File: src/rtl/keypad_entry.sv
// Keypad front end: synchronizes and debounces the key strobe, accumulates decimal
// digits and issues a setup-aligned enter pulse. Optional idle timeout: KEYPAD_TIMEOUT_EN.
module keypad_entry #(
  parameter int DEBOUNCE_CYCLES = 4,
  parameter int MAX_DIGITS      = 5,
  parameter int ENTER_WIDTH     = 2,
  parameter int TIMEOUT_CYCLES  = 1000
) (
  input  logic        clk,
  input  logic        rst_n,
  input  logic        key_down,
  input  logic [3:0]  key_code,
  output logic [16:0] in_password,
  output logic [16:0] change_password,
  output logic        rsbutton,
  output logic        e_button,
  output logic        change_mode,
  output logic [2:0]  digit_count,
  output logic        busy
);

  localparam int DBW = $clog2(DEBOUNCE_CYCLES + 1);
  localparam int SW  = $clog2(ENTER_WIDTH + 1);

  localparam logic [3:0] KEY_CLR  = 4'd10;
  localparam logic [3:0] KEY_ENT  = 4'd11;
  localparam logic [3:0] KEY_MODE = 4'd12;

  typedef enum logic [1:0] {ENTER_PW, ENTER_NEW, SETUP, STROBE} state_t;

  // ---------------- input conditioning ----------------
  logic [1:0]     kd_sync;
  logic [3:0]     kc_s1, kc_s2;
  logic           db_level;
  logic [DBW-1:0] db_cnt;
  logic           press;
  logic [3:0]     press_code;

  always_ff @(posedge clk or negedge rst_n) begin
    if (!rst_n) begin
      kd_sync <= '0;
      kc_s1   <= '0;
      kc_s2   <= '0;
    end else begin
      kd_sync <= {kd_sync[0], key_down};
      kc_s1   <= key_code;
      kc_s2   <= kc_s1;
    end
  end

  // A differing sample that reverts before the count completes resets the count,
  // so only a level held for DEBOUNCE_CYCLES samples is accepted.
  always_ff @(posedge clk or negedge rst_n) begin
    if (!rst_n) begin
      db_level   <= 1'b0;
      db_cnt     <= '0;
      press      <= 1'b0;
      press_code <= '0;
    end else begin
      press <= 1'b0;
      if (kd_sync[1] == db_level) begin
        db_cnt <= '0;
      end else if (db_cnt == DBW'(DEBOUNCE_CYCLES - 1)) begin
        db_level <= kd_sync[1];
        db_cnt   <= '0;
        if (kd_sync[1]) begin
          press      <= 1'b1;
          press_code <= kc_s2;
        end
      end else begin
        db_cnt <= db_cnt + 1'b1;
      end
    end
  end

  // ---------------- entry FSM ----------------
  state_t        state, state_n;
  logic [16:0]   acc, acc_n;
  logic [2:0]    dcnt, dcnt_n;
  logic          cm, cm_n;
  logic [16:0]   inpw, inpw_n, chpw, chpw_n;
  logic          rs, rs_n, eb, eb_n;
  logic [SW-1:0] scnt, scnt_n;
  logic          is_digit, can_acc;

`ifdef KEYPAD_TIMEOUT_EN
  localparam int TW = $clog2(TIMEOUT_CYCLES + 1);
  logic [TW-1:0] idle, idle_n;

  always_ff @(posedge clk or negedge rst_n) begin
    if (!rst_n) idle <= '0;
    else        idle <= idle_n;
  end
`endif

  always_ff @(posedge clk or negedge rst_n) begin
    if (!rst_n) begin
      state <= ENTER_PW;
      acc   <= '0;
      dcnt  <= '0;
      cm    <= 1'b0;
      inpw  <= '0;
      chpw  <= '0;
      rs    <= 1'b0;
      eb    <= 1'b0;
      scnt  <= '0;
    end else begin
      state <= state_n;
      acc   <= acc_n;
      dcnt  <= dcnt_n;
      cm    <= cm_n;
      inpw  <= inpw_n;
      chpw  <= chpw_n;
      rs    <= rs_n;
      eb    <= eb_n;
      scnt  <= scnt_n;
    end
  end

  assign is_digit = (press_code <= 4'd9);
  assign can_acc  = (int'(dcnt) < MAX_DIGITS);

  always_comb begin
    state_n = state;
    acc_n   = acc;
    dcnt_n  = dcnt;
    cm_n    = cm;
    inpw_n  = inpw;
    chpw_n  = chpw;
    rs_n    = rs;
    eb_n    = eb;
    scnt_n  = scnt;
`ifdef KEYPAD_TIMEOUT_EN
    idle_n  = '0;
`endif
    case (state)
      ENTER_PW, ENTER_NEW: begin
        if (press) begin
          if (is_digit) begin
            if (can_acc) begin
              acc_n  = acc * 17'd10 + {13'd0, press_code};
              dcnt_n = dcnt + 3'd1;
            end
          end else begin
            case (press_code)
              KEY_CLR: begin
                acc_n  = '0;
                dcnt_n = '0;
              end
              KEY_MODE: begin
                acc_n  = '0;
                dcnt_n = '0;
                if (state == ENTER_PW) begin
                  cm_n = ~cm;
                end else begin
                  cm_n    = 1'b0;
                  state_n = ENTER_PW;
                end
              end
              KEY_ENT: begin
                if (state == ENTER_NEW) begin
                  chpw_n  = acc;
                  rs_n    = 1'b1;
                  state_n = SETUP;
                end else if (cm) begin
                  inpw_n  = acc;
                  acc_n   = '0;
                  dcnt_n  = '0;
                  state_n = ENTER_NEW;
                end else begin
                  inpw_n  = acc;
                  rs_n    = 1'b0;
                  state_n = SETUP;
                end
              end
              default: ;
            endcase
          end
        end
`ifdef KEYPAD_TIMEOUT_EN
        // Abandoned partial entries are wiped; the registered code is left alone.
        else if (dcnt != 3'd0 || cm) begin
          if (idle == TW'(TIMEOUT_CYCLES - 1)) begin
            acc_n   = '0;
            dcnt_n  = '0;
            cm_n    = 1'b0;
            state_n = ENTER_PW;
          end else begin
            idle_n = idle + 1'b1;
          end
        end
`endif
      end
      SETUP: begin
        eb_n    = 1'b1;
        scnt_n  = '0;
        state_n = STROBE;
      end
      STROBE: begin
        if (scnt == SW'(ENTER_WIDTH - 1)) begin
          eb_n    = 1'b0;
          acc_n   = '0;
          dcnt_n  = '0;
          cm_n    = 1'b0;
          state_n = ENTER_PW;
        end else begin
          scnt_n = scnt + 1'b1;
        end
      end
      default: state_n = ENTER_PW;
    endcase
  end

  assign in_password     = inpw;
  assign change_password = chpw;
  assign rsbutton        = rs;
  assign e_button        = eb;
  assign change_mode     = cm;
  assign digit_count     = dcnt;
  assign busy            = (state == SETUP) || (state == STROBE);

endmodule

File: config.mk
export PLATFORM = sky130hd
export DESIGN_NAME = keypad_entry
export DESIGN_NICKNAME = d
export VERILOG_FILES = /design/src/rtl/keypad_entry.sv
export SDC_FILE = /design/constraint.sdc
export NUM_CORES = 1
export LEC_CHECK = 0
export CORE_UTILIZATION = 45
export CTS_BUF_LIST = sky130_fd_sc_hd__clkbuf_16
export DETAILED_ROUTE_END_ITERATION = 16
export PLACE_DENSITY = 0.66
export SETUP_SLACK_MARGIN = 0.15
export SYNTH_ARGS = -nofsm -noshare
export SYNTH_HDL_FRONTEND = slang
export SYNTH_SLANG_ARGS = --single-unit
File: constraint.sdc
create_clock -name clk -period 6.52 [get_ports clk]
set_clock_uncertainty 0.05 [all_clocks]
set_input_delay 1.956 -clock clk [delete_from_list [all_inputs] [get_ports clk]]
set_output_delay 1.956 -clock clk [all_outputs]
set_load 0.01 [all_outputs]
=== Yosys cells after proc, flatten, opt, wreduce, memory -nomap -nowiden ===
Cells that the tools add are included.

* Register bits: 80
* Latch bits: 0
* Bits in writable memories: 0
* Memory bits (read-only): 0
* Input bits: 7
* Output and inout port bits: 41
* Logic and storage cells: 104
* Memories kept: 0

* Add/subtract/negate cells: 4
* Multipliers: 1
* Div/mod/pow operators: 0
* $lt $le $gt $ge: 2
* Equality and inequality tests: 21
* Shift operators: 0
* Mux-type cells: 40
* Bitwise operators: 4
* Reduce and logical (&&, ||, !) cells: 16

{| class="wikitable"
|+ Operators with widths
! cell !! number
|-
| 2-to-1 mux 17 bit || 6
|-
| one-hot mux 17 bit (2 select lines) || 2
|-
| AND reduction 5 bit || 5
|-
| 2-to-1 mux 3 bit || 8
|-
| adder 17 x 4 -> 17 bit || 1
|-
| multiplier 17 x 3 -> 16 bit, second input constant || 1
|-
| 2-to-1 mux 2 bit || 7
|-
| equality test 4 bit, second input constant || 3
|-
| one-hot mux 3 bit (2 select lines) || 2
|-
| 2-to-1 mux 1 bit || 10
|-
| != test 2 bit, second input constant || 4
|-
| != test 4 bit, second input constant || 2
|-
| one-hot mux 2 bit (2 select lines) || 2
|-
| AND reduction 7 bit || 1
|-
| adder 3 x 1 -> 3 bit, second input constant || 2
|-
| != test 3 bit, second input constant || 2
|-
| one-hot mux 2 bit (3 select lines) || 1
|-
| AND reduction 2 bit || 3
|-
| equality test 2 x 1 -> 1 bit, second input constant || 2
|-
| equality test 2 bit, second input constant || 2
|-
| <= comparator 4 bit, second input constant || 1
|-
| != test 2 x 1 -> 1 bit, second input constant || 2
|-
| != test 4 x 3 -> 1 bit, second input constant || 1
|-
| NOT 1 bit || 4
|-
| 11 further kinds || 14
|}

=== Depth between registers and ports, before layout ===
Gate-level depths: netlist of run 1.

* Word-level depth: 6
* Depth in mapped cells: 11
* Depth with buffers taken out: 11

=== Worst setup path before layout of run 1 ===
OpenSTA, ideal clock, no wires.

* Path kind: flip-flop to flip-flop
* From: register acc[1]
* To: register acc[15]
* Library setup time: 0.121 ns
* Arrival time: 2.816 ns
* Data required time: 6.349 ns
* Path slack: 3.533 ns
* Cell stages (with the launch flop): 12
* Path buffers: 0
* Clock period less this slack: 2.987 ns
* Path through: dfrtp_1 ha_1 ha_1 fa_1 a21o_1 a21oi_1 xnor2_1 and4_1 and3_1 nand3_1 xor2_1 a22o_1

* Word-level cells in the longest chain between the ends: 6

{| class="wikitable"
|+ RTL lines
! item !! RTL line !! RTL
|-
| from (decl) || 78 || <nowiki>logic [16:0] acc, acc_n;</nowiki>
|-
| from (signal assigned) || 109 || <nowiki>acc <= acc_n;</nowiki>
|-
| multiplier 17 x 3 -> 16 bit || 141 || <nowiki>acc_n = acc * 17'd10 + {13'd0, press_code};</nowiki>
|-
| adder 17 x 4 -> 17 bit || 141 ||
|-
| 2-to-1 mux 17 bit || 140 || <nowiki>if (can_acc) begin</nowiki>
|-
| 2-to-1 mux 17 bit || 139 || <nowiki>if (is_digit) begin</nowiki>
|-
| 2-to-1 mux 17 bit || 138 || <nowiki>if (press) begin</nowiki>
|-
| one-hot mux 17 bit (2 select lines) || 136 || <nowiki>case (state)</nowiki>
|}

No other way between the ends. The select of a mux whose other input is x is not followed.
A chain may end at the register's enable or synchronous reset.

=== Worst setup path in the final report of run 1 ===
* From: register state[1]
* To: output port busy

* Word-level cells in the longest chain between the ends: 2
* Elaborated cells on any way between the ends: 3
* Those cells by class: eq/ne: 2; reduce/logical: 1

{| class="wikitable"
|+ RTL lines
! item !! RTL line !! RTL
|-
| from (decl) || 77 || <nowiki>state_t state, state_n;</nowiki>
|-
| from (signal assigned) || 108 || <nowiki>state <= state_n;</nowiki>
|-
| equality test 2 bit || 220 || <nowiki>assign busy = (state == SETUP) || (state == STROBE);</nowiki>
|-
| logical OR 1 bit (*) || 220 ||
|-
| to (decl) || 19 || <nowiki>output logic busy</nowiki>
|}

Every way passes the cells marked *; elsewhere a longest branch is shown, timed or not.

==> metrics.yaml, run 1 <==
routing:
  wl_per_cell_um: 15.65
  drt_first_iter_violations: 98
  drt-vias-per-instance: 5.683
  drt_pass1_iterations: 11
  via_count: 2944
  wl_mm: 8.108
  drc_errors: 6
  ant_nets: 0
cts:
  cts_buffers: 9
  cts_buffer_depth: 2
  cts_setup_buffers: 0
  ctsRootBufferMaster: "clkbuf_16"
  clk_pin_slew_ns: 0.06
  ctsHtreeMaxLevel: 3
  cts_tree: "done"
  cts.sinks: 80
  clkLatencyLatePin_ns: 0.34
  hold_buffers: 0
  cts_resized: 0
power_and_ir_drop:
  switching_share_pct: 31.48
  switchingPower_uw: 465.4
  intPower_uw: 1013
  power_density_mw_per_mm2: 294.3
  power_frac_seq_pct: 41.9
  power.share.clock_pct: 34.7
  p_leak_uw: 0.002487
  irDropWorstVdd_v: 0.0001752
  p_comb_share_pct: 23.4
setup_path:
  rrSetupSlack_ns: 3.21
  critPathMaxStageDelay_ns: 0.60
  path_class: "register to output port"
  path_buf_inv: 1
  worst_setup_path_start_kind: "register"
  slowest_stage: "clkdlybuf4s50_1"
  cp.required_ns: 4.51
  crit_chain: "clkdlybuf4s50_1"
  regToRegStartpoint: "acc[1]"
  end_kind: "output port"
  r2r-end: "acc[16]"
  crit_family: "buffers and inverters"
  worst-r2r-cell-count: 11
  critPathMaxFanout: 11
  arrival_ns: 1.45
sta:
  slew_headroom_pct: 30.67
  tightest_slew_ns: 1.037
  hold_viol: 0
  fin_crit_sh_pct: 52.93
  min_period_ns: 3.451
  rsz0062_at_grt: "no"
  maxSlewViolCount: 0
  setup_viol: 0
  clock.fmax_ghz: 0.2897
  finalSetupTns_ns: 0
place:
  gp_congestion: 0.8485
  portBuffers: 47
  postPlaceCellArea_mm2: 0.004720
  hpwl_mm: 5.685
min_path:
  hold_path_class: "register to register"
  hold-path-endpoint: "kc_s2[1]"
  hold_start: "kc_s1[1]"
  hold-path-cell-count: 0
synthesis:
  async_reset_ff_share_pct: 100.0
  syn_area_mm2: 0.004130
  synth-main-ff-cell: "dfrtp_1"
  synth.top_cells.by_count: "dfrtp_1, ha_1, nand2_1"
  synth.most_common_cell: "dfrtp_1"
  synth_edf_count: 0
  ys_seq_area_share_pct: 48.47
  yosysUniqueCellTypes: 53
  syn_nets: 394
  synth.area.top_cells: "dfrtp_1, ha_1, mux2_2"
  yosysTopAreaCell: "dfrtp_1"
  synth_seq_cells: 80
  yosys_warnings: 0
  synthCells: 353
  syn_avg_cell_area_um2: 11.70
  synth_top_area_share_pct: 48.47
outcome:
  outcome: "finished with violations"
  violations: "design-rule violations"
finish:
  nets: 446
  area_delta_synth_final_pct: 21.63
  antenna_cells: 0
  drive_above_1_share_pct: 10.49
  final_area_mm2: 0.005024
grt:
  first_global_vias: 2826
  grt_pass1_wl_mm: 14.03
  grtUsageTotal_pct: 18.70
  grt_overflow: 0
  antenna_found_initial: 0
  grt_max_degree: 81
floorplanning:
  die-area_mm2: 0.009566
  std_cell_rows: 34
  io_pins: 48
  coreArea_mm2: 0.008806
  die_y_um: 97.81
  initial_core_util_pct: 46.90
  die_w_um: 97.81
job:
  drv_cap: 0
flip-flops by register name (all words and copies together) (netlist names), 2 cells and up:
signal           count
in_password         17
change_password     17
kc_s1                4
scnt                 2
kc_s2                4
db_cnt               3
kd_sync              2
digit_count          3
state                2
acc                 17
press_code           4
per-stage QoR:
step	instances	utilization, %	power (uW)	worst slack (ns)	hold slack [ns]
6_report	518	57.05	1479	3.069	0.2994
3_3_place_gp	502	53.59	968.9	3.394	0.2837
2_1_floorplan	353	-	862.9	3.533	0.2812
5_1_grt	518	57.05	1564	2.903	0.3072
3_5_place_dp	502	53.59	975.3	3.285	0.2870
4_1_cts	518	57.05	1495	3.068	0.3014
final cells by class:
type | instances | area (um2)
Fill cell | 728 | 3782
Multi-Input combinational cell | 261 | 2081
Sequential cell | 80 | 2002
Timing Repair Buffer | 50 | 490.5
Clock buffer | 9 | 225.2
Tap cell | 108 | 135.1
Clock inverter | 7 | 78.83
Inverter | 3 | 11.26
metal layers:
metal  track usage (%)  vias to the layer above  part of all wire, %
met5                 0                        -                    0
met4             5.944                        0                  1.4
met3             4.724                       10                  3.7
met2             30.11                       61                   47
met1             24.88                     1461                   47
li1                  -                     1412                    -
worst reg2reg max path, delay by kind of cell (launching register included):
kind	cells	cell delay, ns
and+or+nand+nor	5	1.01
muxes	1	0.22
DFF	1	0.46
adders and majority gates	3	1.02
AOI/OAI and AO/OA	2	0.44
logic make-up (layout without fill, tap and decap cells):
| group | Yosys count | after routing | share of synthesized area [%] |
|---|---|---|---|
| xor+xnor | 21 | 21 | 4.453 |
| fa+ha+maj | 34 | 34 | 10.66 |
| compound gates | 65 | 65 | 11.69 |
| mux | 40 | 40 | 10.88 |
| simple gates | 101 | 101 | 12.69 |
| flops | 80 | 80 | 48.47 |
| buf+inv | 12 | 69 | 1.151 |
power by group through the flow:
stage	Combinational, uW	Sequential (uW)	Clock [uW]
3_5_place_dp	346	629	0
2_1_floorplan	257	606	0
3_3_place_gp	342	627	0
6_report	345	620	513
5_1_grt	392	630	543
4_1_cts	350	620	526
how the worst max path moves through the flow:
stage	startpoint	to	cells after the start
4_1_cts	state[1]	busy	1
3_5_place_dp	acc[1]	acc[16]	11
6_report	state[1]	busy	1
3_3_place_gp	acc[1]	acc[15]	11
2_1_floorplan	acc[1]	acc[15]	11
5_1_grt	acc[1]	acc[16]	11
layout by cell type, fill, tap and decap left out, drive strengths merged, types with 2 or more instances in the layout:
| cell | instances |
|---|---|
| fa | 2 |
| or3 | 2 |
| o41ai | 2 |
| xnor2 | 14 |
| a211oi | 4 |
| nor3 | 6 |
| clkinv | 2 |
| nor3b | 2 |
| nor2b | 9 |
| a31oi | 3 |
| nand2b | 2 |
| nor2 | 15 |
| a21oi | 7 |
| buf | 4 |
| a22o | 15 |
| clkbuf | 9 |
| or3b | 2 |
| nand4 | 5 |
| and2 | 3 |
| inv | 6 |
| ha | 32 |
| a21o | 6 |
| mux2 | 39 |
| nand3 | 10 |
| and3 | 3 |
| dfrtp | 80 |
| clkdlybuf4s50 | 46 |
| or2 | 3 |
| o31ai | 3 |
| o21ai | 15 |
| nand2 | 32 |
| xor2 | 7 |
(Power assumes the default switching activity.)
==> run 2: changes to the inputs <==
--- a/config.mk
+++ b/config.mk
@@ -8,7 +8,7 @@
 export CORE_UTILIZATION = 45
 export CTS_BUF_LIST = sky130_fd_sc_hd__clkbuf_16
 export DETAILED_ROUTE_END_ITERATION = 16
-export PLACE_DENSITY = 0.66
+export PLACE_DENSITY = 0.69
 export SETUP_SLACK_MARGIN = 0.15
 export SYNTH_ARGS = -nofsm -noshare
 export SYNTH_HDL_FRONTEND = slang
==> constraint.sdc (replaced) <==
create_clock -name clk -period 3 [get_ports clk]
set_clock_uncertainty 0.05 [all_clocks]
set_input_delay 0.9 -clock clk [delete_from_list [all_inputs] [get_ports clk]]
set_output_delay 0.9 -clock clk [all_outputs]
set_load 0.01 [all_outputs]
==> run 2 against run 1 <==
Against the previous run:
- total power up 140%
- wire length up 10%
- cell count up 4.8%
- clock-buffer cell count unchanged
- largest power group unchanged
- the run still ends with design-rule violations left
- largest cell class unchanged
- die area unchanged
- utilization up 5.1 points
==> metrics.yaml, run 2 (synthesized netlist as in run 1, its figures left out) <==
cts:
  cts_buffers: 9  # unchanged
  clk_pin_slew_ns: 0.07  # was 0.06 ns
  clkLatencyLatePin_ns: 0.34  # about the same
  cts_buffer_depth: 2  # unchanged
  ctsRootBufferMaster: "clkbuf_16"  # unchanged
  ctsHtreeMaxLevel: 3  # unchanged
  cts.sinks: 80  # unchanged
  cts_tree: "done"  # unchanged
  hold_buffers: 0  # unchanged
floorplanning:
  die_y_um: 97.81  # unchanged
  die_w_um: 97.81  # unchanged
  io_pins: 48  # unchanged
  coreArea_mm2: 0.008806  # unchanged
  die-area_mm2: 0.009566  # unchanged
  initial_core_util_pct: 46.90  # unchanged
  std_cell_rows: 34  # unchanged
routing:
  wl_per_cell_um: 16.47  # was 15.65 um
  wl_mm: 8.941  # was 8.108 mm
  topRoutingLayerUsed: "met4"  # unchanged
  drt_first_iter_violations: 132  # was 98
  ant_nets: 0  # unchanged
  via_count: 3111  # was 2944
  drc_errors: 12  # was 6
  met3_wirelength_um: 326  # was 297 um
  wl_met1_mm: 4.028  # was 3.851 mm
  dr_wl_met2_mm: 4.419  # was 3.848 mm
  drt_pass1_iterations: 12  # was 11
  drt-vias-per-instance: 5.729  # was 5.683
power_and_ir_drop:
  irDropWorstVdd_v: 0.0003861  # was 0.0001752 V
  power_uw: 3488  # was 1479 uW
  power_density_mw_per_mm2: 637.9  # was 294.3 mW/mm2
  p_leak_uw: 0.002656  # was 0.002487 uW
sta:
  setup_viol: 0  # unchanged
  rsz0062_at_grt: "yes"  # was no
  timing.hold.ws_ns: 0.2984  # was 0.2994 ns
  maxSlewViolCount: 0  # unchanged
  tightest_slew_ns: 0.6131  # was 1.037 ns
  hold_viol: 0  # unchanged
  clock.fmax_ghz: 0.3384
  fin_crit_sh_pct: 98.51
  min_period_ns: 2.955
  slew_headroom_pct: 59.12  # was 30.67%
  worst_slack_ns: 0.04484  # was 3.069 ns
place:
  dpl_worst_slack_ns: 0.02655  # was 3.285 ns
  gp_congestion: 0.8775  # was 0.8485
  hpwl_mm: 6.056  # was 5.685 mm
  portBuffers: 47  # unchanged
  dp_cells: 516  # was 502
grt:
  first_global_vias: 3144  # was 2826
  grt_overflow: 0  # unchanged
  grt_max_degree: 49  # was 81
  grtUsageTotal_pct: 20.26  # was 18.70%
  antenna_found_initial: 0  # unchanged
  grt_pass1_wl_mm: 15.28  # was 14.03 mm
setup_path:
  crit_top_cell: "ha_1"
  end_kind: "register"  # was output port
  critPathMaxFanout: 4  # was 11
  crit_family: "simple AND/OR/NAND/NOR gates"  # was buffers and inverters
  slowest_stage: "dfrtp_1"  # was clkdlybuf4s50_1
  worst_setup_path_start_kind: "register"  # unchanged
  r2r-end: "acc[16]"  # unchanged
  regToRegStartpoint: "acc[8]"  # was acc[1]
  worst-r2r-cell-count: 10  # was 11
  crit_path_start: "acc[8]"  # was state[1]
  cp.depth: 10  # was 1
  crit_chain: "ha_1, ha_1, or2_1, and3_1, a31oi_4, xnor2_2, and2_4, and4b_4, mux2i_1, nand4_1"  # was clkdlybuf4s50_1
  rrSetupSlack_ns: 0.04  # was 3.21 ns
  path_class: "register to register"  # was register to output port
  cp.required_ns: 3.16  # was 4.51 ns
  arrival_ns: 3.12  # was 1.45 ns
  path_buf_inv: 0  # was 1
  critPathMaxStageDelay_ns: 0.44  # was 0.60 ns
finish:
  final_cell_mix: "dfrtp_1, clkdlybuf4s50_1, nand2_1, ha_1, buf_4"  # was dfrtp_1, clkdlybuf4s50_1, nand2_1, ha_1, mux2_2
  final_cells: 543  # was 518
  drive_above_1_share_pct: 23.22  # was 10.49%
  antenna_cells: 0  # unchanged
  final_common_cell: "dfrtp_1"  # unchanged
  nets: 471  # was 446
  area_delta_synth_final_pct: 32.41  # was 21.63%
min_path:
  hold-path-cell-count: 0  # unchanged
  hold-path-endpoint: "kc_s2[3]"  # was kc_s2[1]
  hold_path_class: "register to register"  # unchanged
  hold_start: "kc_s1[3]"  # was kc_s1[1]
job:
  drv_cap: 0  # unchanged
outcome:
  violations: "design-rule violations"  # unchanged
  outcome: "finished with violations"  # unchanged
[run 2: cell types whose count changed in the layout (fill, tap and decap cells not counted), sizes merged]
cell,before,now
buf,4,29
clkinv,2,4
inv,6,4
clkinvlp,1,0
bufinv,1,2
[run 2: where the power goes]
part / switching (uW) / total, uW / leakage, uW / internal [uW]
combinational: 486 / 970 / 0.00142 / 483
clock: 447 / 1180 / 0.000155 / 729
sequential: 150 / 1340 / 0.00108 / 1190
[run 2: worst reg2reg max path: stages (launching register included)]
cell and delay [ns]:
dfrtp_1 0.44, ha_1 0.32, ha_1 0.36, or2_1 0.30, and3_1 0.23, a31oi_4 0.23
xnor2_2 0.16, and2_4 0.20, and4b_4 0.26, mux2i_1 0.18, nand4_1 0.10
[run 2: worst max path at each step]
stage / endpoint / slack [ns]
final: acc[16] / 0.04
after global routing: acc[16] / -0.07
after CTS: acc[16] / 0.12
after detailed placement: acc[16] / 0.03
after global placement: acc[16] / 0.11
after floorplan: acc[15] / 0.15
[run 2: metrics by stage]
step | TNS [ns] | cell area (um2) | util, %
after global placement | 0 | 4858 | 55.17
after floorplan | 0 | 4151 | -
after global routing | -0.1089 | 5469 | 62.11
after detailed placement | 0 | 4858 | 55.17
final | 0 | 5469 | 62.11
after CTS | 0 | 5363 | 60.90
[run 2: repair_timing]
item,4_1_cts,5_1_grt
hold endpoints to repair,0,0
endpoints found under the setup margin,4,6
resized for setup,19,17
pin swaps,23,13
setup buffers,10,1
[run 2: area by class of cell]
class / count / area (um2)
inverters: 3 / 11.26
flip-flops and latches: 80 / 2006
well taps: 108 / 135.1
clock inverters: 7 / 93.84
fillers: 683 / 3337
repair buffers: 75 / 698.2
multi-input cells: 261 / 2300
clock buffers: 9 / 225.2
[run 2: layer usage]
| metal | track usage, % | vias up |
|---|---|---|
| li1 | - | 1455 |
| met1 | 24.95 | 1560 |
| met2 | 34.92 | 78 |
| met3 | 3.722 | 18 |
| met4 | 8.858 | 0 |
| met5 | 0 | - |
==> run 3: changes to the inputs <==
--- a/config.mk
+++ b/config.mk
@@ -5,6 +5,7 @@
 export SDC_FILE = /design/constraint.sdc
 export NUM_CORES = 1
 export LEC_CHECK = 0
+export CORE_MARGIN = 2
 export CORE_UTILIZATION = 45
 export CTS_BUF_LIST = sky130_fd_sc_hd__clkbuf_16
 export DETAILED_ROUTE_END_ITERATION = 16
==> run 3 against run 2 <==
Against the previous run:
- total power rose by 0.29%
- first-iteration DRC count down 34%
- combinational power grew 4%
- highest routed layer unchanged
- worst hold slack hardly changed
- the run now ends clean
- design area shrank 1.0%
- sequential share of layout area rose by 0.43 points
- critical endpoint is now acc[15]
- fmax up 1.8%
==> metrics.yaml, run 3 (synthesized netlist as in run 1, its figures left out) <==
routing:
  drt-vias-per-instance: 5.556  # was 5.729
  drt_first_iter_violations: 87  # was 132
  met3_wirelength_um: 381  # was 326 um
  dr_wl_met2_mm: 4.696  # was 4.419 mm
  wl_met1_mm: 3.985  # was 4.028 mm
  via_count: 3006  # was 3111
  ant_nets: 0  # unchanged
  wl_per_cell_um: 17.25  # was 16.47 um
  drt_pass1_iterations: 4  # was 12
  wl_mm: 9.331  # was 8.941 mm
  topRoutingLayerUsed: "met4"  # unchanged
  drc_errors: 0  # was 12
grt:
  grt_overflow: 0  # unchanged
  grt_max_degree: 44  # was 49
  grt_pass1_wl_mm: 15.68  # was 15.28 mm
  grtUsageTotal_pct: 20.00  # was 20.26%
  antenna_found_initial: 0  # unchanged
  first_global_vias: 3176  # was 3144
finish:
  final_cell_mix: "dfrtp_1, clkdlybuf4s50_1, nand2_1, buf_4, ha_1"  # was dfrtp_1, clkdlybuf4s50_1, nand2_1, ha_1, buf_4
  area_delta_synth_final_pct: 31.05  # was 32.41%
  nets: 469  # was 471
  register_area_mm2: 0.002008  # was 0.002006 mm2
  drive_above_1_share_pct: 23.09  # was 23.22%
  fillers: 686  # was 683
  final_cells: 541  # was 543
  multi_input_area_mm2: 0.002272  # was 0.002300 mm2
  final_common_cell: "dfrtp_1"  # unchanged
  antenna_cells: 0  # unchanged
  final_util_pct: 61.47  # was 62.11%
power_and_ir_drop:
  power_frac_seq_pct: 38.2  # was 38.5%
  p_comb_share_pct: 29.0  # was 27.8%
  intPower_uw: 2371  # was 2405 uW
  switchingPower_uw: 1127  # was 1084 uW
  irDropWorstVdd_v: 0.0003681  # was 0.0003861 V
  power_uw: 3499  # was 3488 uW
  power.share.clock_pct: 32.8  # was 33.7%
  p_leak_uw: 0.002626  # was 0.002656 uW
  switching_share_pct: 32.23  # was 31.07%
  power_density_mw_per_mm2: 646.4  # was 637.9 mW/mm2
cts:
  ctsHtreeMaxLevel: 3  # unchanged
  cts_buffer_depth: 2  # unchanged
  cts_tree: "done"  # unchanged
  clk_pin_slew_ns: 0.07  # about the same
  clkLatencyLatePin_ns: 0.34  # about the same
  cts_buffers: 9  # unchanged
  cts.sinks: 80  # unchanged
  ctsRootBufferMaster: "clkbuf_16"  # unchanged
sta:
  tightest_slew_ns: 0.4912  # was 0.6131 ns
  min_period_ns: 2.903  # was 2.955 ns
  maxSlewViolCount: 0  # unchanged
  setup_viol: 0  # unchanged
  slew_headroom_pct: 67.26  # was 59.12%
  rsz0062_at_grt: "yes"  # unchanged
  clock.fmax_ghz: 0.3445  # was 0.3384 GHz
  fin_crit_sh_pct: 96.77  # was 98.51%
  worst_slack_ns: 0.09695  # was 0.04484 ns
  hold_viol: 0  # unchanged
  finalSetupTns_ns: 0  # unchanged
setup_path:
  regToRegStartpoint: "acc[3]"  # was acc[8]
  arrival_ns: 3.08  # was 3.12 ns
  cp.required_ns: 3.18  # was 3.16 ns
  critPathMaxStageDelay_ns: 0.43  # was 0.44 ns
  crit_family: "adder cells"  # was simple AND/OR/NAND/NOR gates
  worst_setup_path_start_kind: "register"  # unchanged
  end_kind: "register"  # unchanged
  rrSetupSlack_ns: 0.1  # was 0.04 ns
  slowest_stage: "dfrtp_1"  # unchanged
  crit_path_start: "acc[3]"  # was acc[8]
  endpoint: "acc[15]"  # was acc[16]
  critPathMaxFanout: 3  # was 4
  cp.depth: 11  # was 10
  crit_chain: "ha_4, ha_4, fa_2, a21o_1, a21oi_2, xnor2_2, and4_1, and3_4, nand3_2, xor2_1, a22o_1"  # was ha_1, ha_1, or2_1, and3_1, a31oi_4, xnor2_2, and2_4, and4b_4, mux2i_1, nand4_1
  path_class: "register to register"  # unchanged
  path_buf_inv: 0  # unchanged
  crit_top_cell: "ha_4"  # was ha_1
  r2r-end: "acc[15]"  # was acc[16]
  worst-r2r-cell-count: 11  # was 10
job:
  drv_cap: 0  # unchanged
floorplanning:
  coreArea_mm2: 0.008806  # unchanged
  std_cell_rows: 34  # unchanged
  die-area_mm2: 0.009961  # was 0.009566 mm2
  initial_core_util_pct: 46.90  # unchanged
  die_y_um: 99.81  # was 97.81 um
  die_w_um: 99.81  # was 97.81 um
  io_pins: 48  # unchanged
place:
  portBuffers: 47  # unchanged
  hpwl_mm: 6.241  # was 6.056 mm
  gp_congestion: 0.8750  # was 0.8775
  dp_cells: 514  # was 516
  dpl_worst_slack_ns: 0.002379  # was 0.02655 ns
min_path:
  hold_path_class: "register to register"  # unchanged
outcome:
  outcome: "finished, final reports clean"  # was finished with violations
run 3: cell types whose count changed in the layout (fill, tap and decap cells not counted), sizes merged:
cell | before | now
clkinv | 4 | 2
buf | 29 | 27
bufinv | 2 | 1
inv | 4 | 7
run 3: power by group through the flow:
stage / combinational, uW / clock [uW] / sequential (uW)
6_report: 1010 / 1150 / 1340
5_1_grt: 1110 / 1210 / 1360
4_1_cts: 923 / 1170 / 1330
3_5_place_dp: 828 / 0 / 1350
3_3_place_gp: 816 / 0 / 1340
2_1_floorplan: 568 / 0 / 1320
run 3: metal layers:
layer | track usage (%) | vias to the layer above
met2 | 34.10 | 77
met5 | 0 | -
met1 | 24.44 | 1467
met3 | 4.944 | 22
met4 | 8.008 | 0
li1 | - | 1440
run 3: timing repair:
action	CTS	global route
setup buffers	8	3
hold buffers	0	0
pin swaps	16	12
setup endpoints to repair	3	6
gates resized for setup	19	14
run 3: through the flow:
step | cell area [um2] | hold slack (ns)
6_report | 5413 | 0.2987
5_1_grt | 5413 | 0.3147
4_1_cts | 5309 | 0.3000
3_5_place_dp | 4843 | 0.2847
3_3_place_gp | 4843 | 0.2828
2_1_floorplan | 4151 | 0.2812
run 3: worst min path at each step:
stage | depth (start not counted) | slack [ns] | endpoint | start
6_report | 0 | 0.30 | kc_s2[1] | kc_s1[1]
3_5_place_dp | 0 | 0.28 | kc_s2[1] | kc_s1[1]
2_1_floorplan | 0 | 0.28 | kc_s2[0] | kc_s1[0]
4_1_cts | 0 | 0.30 | kc_s2[2] | kc_s1[2]
3_3_place_gp | 0 | 0.28 | kc_s2[1] | kc_s1[1]
5_1_grt | 0 | 0.31 | kc_s2[1] | kc_s1[1]
run 3: cell type report:
class                   instances  share of cell area (%)
clock buffers                   9                   4.161
clock inverters                 7                   1.572
inverters                       3                  0.2080
multi-input cells             261                   41.98
flip-flops and latches         80                   37.10
well taps                     108                   2.497
repair buffers                 73                   12.48
